$ cat src/rtl/delay_line_ctrl.sv
// delay_line_ctrl: per-sample sequencer for the 18-bit x 4096-word echo/comb
// delay memory. Each strobe reads the sample written `delay` strobes ago and
// writes back dry + feedback * delayed. The delayed sample is presented as
// the wet output.
// Build option DELAY_LINE_CLEAR_EN: after reset, sweep zeros into the whole
// memory before accepting samples.
//
// state | meaning
// CLEAR | zeroing memory, one word per cycle (DELAY_LINE_CLEAR_EN only)
// IDLE  | waiting for sample_strobe
// READ  | delayed-sample address on the bus, memory registers it
// CAPT  | ram_out valid; capture wet and compute the feedback mix
// WRITE | mix written at wr_ptr; wet published on out_sample

module delay_line_ctrl #(
    parameter int DATA_W = 18,
    parameter int ADDR_W = 12
) (
    input  logic              clk,
    input  logic              sclr,
    input  logic              sample_strobe,
    input  logic [DATA_W-1:0] sample_in,
    input  logic [ADDR_W-1:0] delay,
    input  logic [7:0]        feedback,
    output logic [DATA_W-1:0] out_sample,
    output logic              out_valid,
    output logic              busy,
    output logic              overrun,
    output logic [ADDR_W-1:0] ram_addr,
    output logic              ram_wren,
    output logic [DATA_W-1:0] ram_in,
    input  logic [DATA_W-1:0] ram_out
);

`ifdef DELAY_LINE_CLEAR_EN
    typedef enum logic [2:0] {CLEAR, IDLE, READ, CAPT, WRITE} state_t;
`else
    typedef enum logic [1:0] {IDLE, READ, CAPT, WRITE} state_t;
`endif

    // Product of an 18-bit signed sample and a 9-bit non-negative gain.
    localparam int PROD_W = DATA_W + 9;

    state_t            state;
    logic [ADDR_W-1:0] wr_ptr;
    logic [DATA_W-1:0] sample_q;
    logic [ADDR_W-1:0] delay_q;
    logic [7:0]        fb_q;
    logic [DATA_W-1:0] wet_q;
    logic [DATA_W-1:0] mix_q;
`ifdef DELAY_LINE_CLEAR_EN
    logic [ADDR_W-1:0] clr_left;
`endif

    logic signed [PROD_W-1:0] wet_ext;
    logic signed [PROD_W-1:0] fb_ext;
    logic signed [PROD_W-1:0] sample_ext;
    logic signed [PROD_W-1:0] product;
    logic signed [PROD_W-1:0] scaled;
    logic signed [PROD_W-1:0] sum;
    logic                     sum_in_range;
    logic [DATA_W-1:0]        mix_next;

    // Feedback mix from the word currently on ram_out (valid in CAPT).
    // The sum is kept at full product width so it cannot overflow before
    // the saturation check.
    always_comb begin
        wet_ext      = PROD_W'($signed(ram_out));
        fb_ext       = {{(PROD_W-8){1'b0}}, fb_q};
        sample_ext   = PROD_W'($signed(sample_q));
        product      = wet_ext * fb_ext;
        scaled       = product >>> 8;
        sum          = sample_ext + scaled;
        sum_in_range = (&sum[PROD_W-1:DATA_W-1]) || ~(|sum[PROD_W-1:DATA_W-1]);
        if (sum_in_range)
            mix_next = sum[DATA_W-1:0];
        else if (sum[PROD_W-1])
            mix_next = {1'b1, {(DATA_W-1){1'b0}}};
        else
            mix_next = {1'b0, {(DATA_W-1){1'b1}}};
    end

    // Sequencer: state, pointers, latched request and registered outputs.
    always_ff @(posedge clk) begin
        if (sclr) begin
            wr_ptr     <= '0;
            out_sample <= '0;
            out_valid  <= 1'b0;
            overrun    <= 1'b0;
            sample_q   <= '0;
            delay_q    <= '0;
            fb_q       <= '0;
            wet_q      <= '0;
            mix_q      <= '0;
`ifdef DELAY_LINE_CLEAR_EN
            clr_left   <= '1;
            state      <= CLEAR;
`else
            state      <= IDLE;
`endif
        end else begin
            out_valid <= 1'b0;
            if (sample_strobe && (state != IDLE))
                overrun <= 1'b1;
            case (state)
`ifdef DELAY_LINE_CLEAR_EN
                CLEAR: begin
                    if (clr_left == '0)
                        state <= IDLE;
                    else
                        clr_left <= clr_left - ADDR_W'(1);
                end
`endif
                IDLE: begin
                    if (sample_strobe) begin
                        sample_q <= sample_in;
                        delay_q  <= delay;
                        fb_q     <= feedback;
                        state    <= READ;
                    end
                end
                READ: begin
                    state <= CAPT;
                end
                CAPT: begin
                    wet_q <= ram_out;
                    mix_q <= mix_next;
                    state <= WRITE;
                end
                WRITE: begin
                    wr_ptr     <= wr_ptr + ADDR_W'(1);
                    out_sample <= wet_q;
                    out_valid  <= 1'b1;
                    state      <= IDLE;
                end
                default: begin
                    state <= IDLE;
                end
            endcase
        end
    end

    // Memory bus decoded from registered state only; delay 0 reads wr_ptr
    // itself, i.e. the word about to be overwritten (a full-depth delay).
    always_comb begin
        ram_addr = '0;
        ram_wren = 1'b0;
        ram_in   = '0;
        case (state)
`ifdef DELAY_LINE_CLEAR_EN
            CLEAR: begin
                ram_addr = ~clr_left;
                ram_wren = 1'b1;
            end
`endif
            READ: begin
                ram_addr = wr_ptr - delay_q;
            end
            WRITE: begin
                ram_addr = wr_ptr;
                ram_wren = 1'b1;
                ram_in   = mix_q;
            end
            default: begin
                ram_addr = '0;
            end
        endcase
    end

    assign busy = (state != IDLE);

endmodule
$ cat config.mk
export PLATFORM = sky130hd
export DESIGN_NAME = delay_line_ctrl
export DESIGN_NICKNAME = d
export VERILOG_FILES = /design/src/rtl/delay_line_ctrl.sv
export SDC_FILE = /design/constraint.sdc
export NUM_CORES = 1
export LEC_CHECK = 0
export CORE_MARGIN = 2
export CORE_UTILIZATION = 40
export CTS_CLUSTER_SIZE = 12
export DETAILED_ROUTE_END_ITERATION = 7
export PLACE_DENSITY_LB_ADDON = 0.08
export RECOVER_POWER = 25
export SYNTH_ARGS = -nofsm -noshare
export SYNTH_HDL_FRONTEND = slang
export SYNTH_SLANG_ARGS = --single-unit
export TNS_END_PERCENT = 5
$ cat constraint.sdc
create_clock -name clk -period 9.29 [get_ports clk]
set_input_delay 2.787 -clock clk [delete_from_list [all_inputs] [get_ports clk]]
set_output_delay 2.787 -clock clk [all_outputs]
set_load 0.005 [all_outputs]
==> run summary <==
Synth async-reset ratio: 0
CTS sink count: 108
DRT Pass-1 Iters: 5
WS Path Type: in -> reg
Slowest-stage cell, CP: or4b_4
Synth top area share: 0.218
Antenna Nets Post-Route: 0
DRC: 0
Syn Nets: 1519
Worst skew pair latency: 0.36 ns
Slew HR: -0.124
Warnings, synthesis: 0
CTS clk-pin slew, worst paths: 0.08 ns
Failing checks: capacitance limit, slew limit
Hold Buf Count CTS: 0
Final core occ: 0.516
Distinct cell type count after synthesis: 54
Antenna violations before repair: 1
Cells after Synth: 1255
Pleak: 6.49 nW
First-pass GRT wire length: 45700 µm
Net count, final: 1726
Core Rows: 59
Fill cells: 2584
Final Routed Wirelength: 27800 µm
Syn avg cell area: 8.41 µm²
Most instantiated cells after synthesis: 188 x nand2_1, 184 x inv_1, 115 x fa_1
Grt ovf: 0
Initial cell density of the core: 0.406
Most frequent cell after synthesis: nand2_1
Post-synthesis sequential area ratio: 0.205
Die W: 166 µm
CP max FO: 7
Core footprint: 26000 µm²
Clock skew: 0.0101 ns
Hold crit path type: reg -> reg
Register bit count reported by yosys: 108
Iter 0 DRT Violations: 426
CTS tree: yes
P per Cell Area: 283 nW/µm²
Area Growth Syn to Fin: 27.1%
TritonCTS buffer count: 9
CP max stage delay: 0.56 ns
Vias in the first global route: 8944
Area contributors post-synth: fa_1 22%, dfxtp_1 20%, ha_1 11%, nand2_1 6.7%, inv_1 6.5%
Final period util: 0.977
H-tree depth: 3
Power, Total: 3.80 mW
Total GRT Usage: 0.203
Slew Viols, Final: 39
HPWL after DPL: 21700 µm
Routed WL per cell: 15.4 µm
Max Clock Freq: 0.110 GHz
Outcome: complete, but fails checks
Vias: 8826
Ports: 111
Hold_ws: 0.461 ns
Largest net degree at the start of global routing: 83
VDD IR-drop max: 0.000199 V
DR vias/cell: 4.90
Worst setup SP type: input port
Die Y: 166 µm
Main synth FF type: dfxtp_1
Max_cap viols: 1
Number of synthesized flops with an enable pin: 0
Slack of the critical path: 0.215 ns
Port Buf Inserts: 110
Post-Syn Area: 10600 µm²
Layout cells sized above 1: 0.157
Min cycle time layout: 9.07 ns
Measured slew at the worst slew-check pin: 1.69 ns
Yosys top cell by area: fa_1
Final setup viols: 0
Critical path capture point type: flip-flop
CTS root buffer: clkbuf_16
Ant. Diodes: 0
Final Hold Fails: 0
CP Data Required Time: 9.56 ns
Worst-case clock buffer depth: 2
Die area: 27700 µm²
RD Place Congestion: 0.802
Critical Path AT: 9.35 ns
Pre-CTS WS: -0.746 ns
layer usage:
metal  vias up  track usage  routed length (µm)
li1       4406            -                   -
met1      4267        0.279               13100
met2       137        0.343               13400
met3        16       0.0273                 868
met4         0       0.0446                 378
met5         -            0                   0
critical path: cells and delay by family:
kind / cells / cell delay (ns)
compound gates: 13 / 2.55
xor+xnor: 1 / 0.15
fa+ha+maj: 6 / 2.56
buf+inv: 4 / 0.40
simple gates: 3 / 0.87
cell usage in the layout (no fill, tap or decap), types with 11 or more instances in the layout:
cell type,count
buf_4,138
fa_1,113
inv_1,182
xnor2_1,26
dfxtp_1,108
o211a_1,12
a21oi_1,63
nand2_1,185
nor2_1,90
and2_1,80
nor3_2,11
ha_1,84
nand3_1,15
mux2i_1,40
a21o_1,17
o21ai_0,26
nor3_1,11
xor2_1,25
clkbuf_2,12
clkdlybuf4s50_1,91
final timing paths:
kind / start / to / slack, ns / depth (start not counted)
max: ram_out[16] / mix_q[14] / 0.22 / 27
min: delay_q[1] / delay_q[1] / 0.46 / 2
max reg2reg: fb_q[3] / mix_q[14] / 1.79 / 25
min reg2reg: delay_q[1] / delay_q[1] / 0.46 / 2
power breakdown:
part	switching [mW]	internal, mW	total [mW]
clock	0.191	0.221	0.412
sequential	0.0915	0.549	0.641
combinational	1.45	1.30	2.75
timing repair:
item / 4_1_cts / 5_1_grt
pin swaps: 9 / 24
cloned: 1 / 0
setup endpoints to repair: 17 / 17
setup buffers: 3 / 7
endpoints found under the hold margin: 0 / 0
resized for setup: 34 / 64
flip-flops by register name, summed over array words and instances, names as in the netlist:
name,count
delay_q,12
fb_q,8
mix_q,18
out_sample,18
out_valid,1
overrun,1
sample_q,18
state,2
wet_q,18
wr_ptr,12
kinds of logic after synthesis:
| kind of cell | share of synthesized area |
|---|---|
| simple gates | 0.191 |
| flops | 0.205 |
| xor+xnor | 0.0440 |
| compound gates | 0.111 |
| fa+ha+maj | 0.325 |
| mux | 0.0379 |
| buf+inv | 0.0870 |
stage by stage:
step | instances | instance area (µm²) | setup TNS [ns]
after detailed placement | 1775 | 12800 | -11.16
after floorplan | 1255 | 10600 | 0
after CTS | 1795 | 13300 | 0
after global placement | 1775 | 12800 | -9.86
final | 1802 | 13400 | 0
after global routing | 1802 | 13400 | -0.0151
cell type report:
cell class | instances | area [µm²] | area share
Multi-Input combinational cell | 906 | 7710 | 0.574
Sequential cell | 108 | 2160 | 0.161
Timing Repair Buffer | 253 | 2130 | 0.159
Inverter | 184 | 691 | 0.0515
Tap cell | 335 | 419 | 0.0312
Clock buffer | 11 | 243 | 0.0181
Clock inverter | 5 | 68.8 | 0.00513
Note: power is estimated with default switching activity, not from simulation.
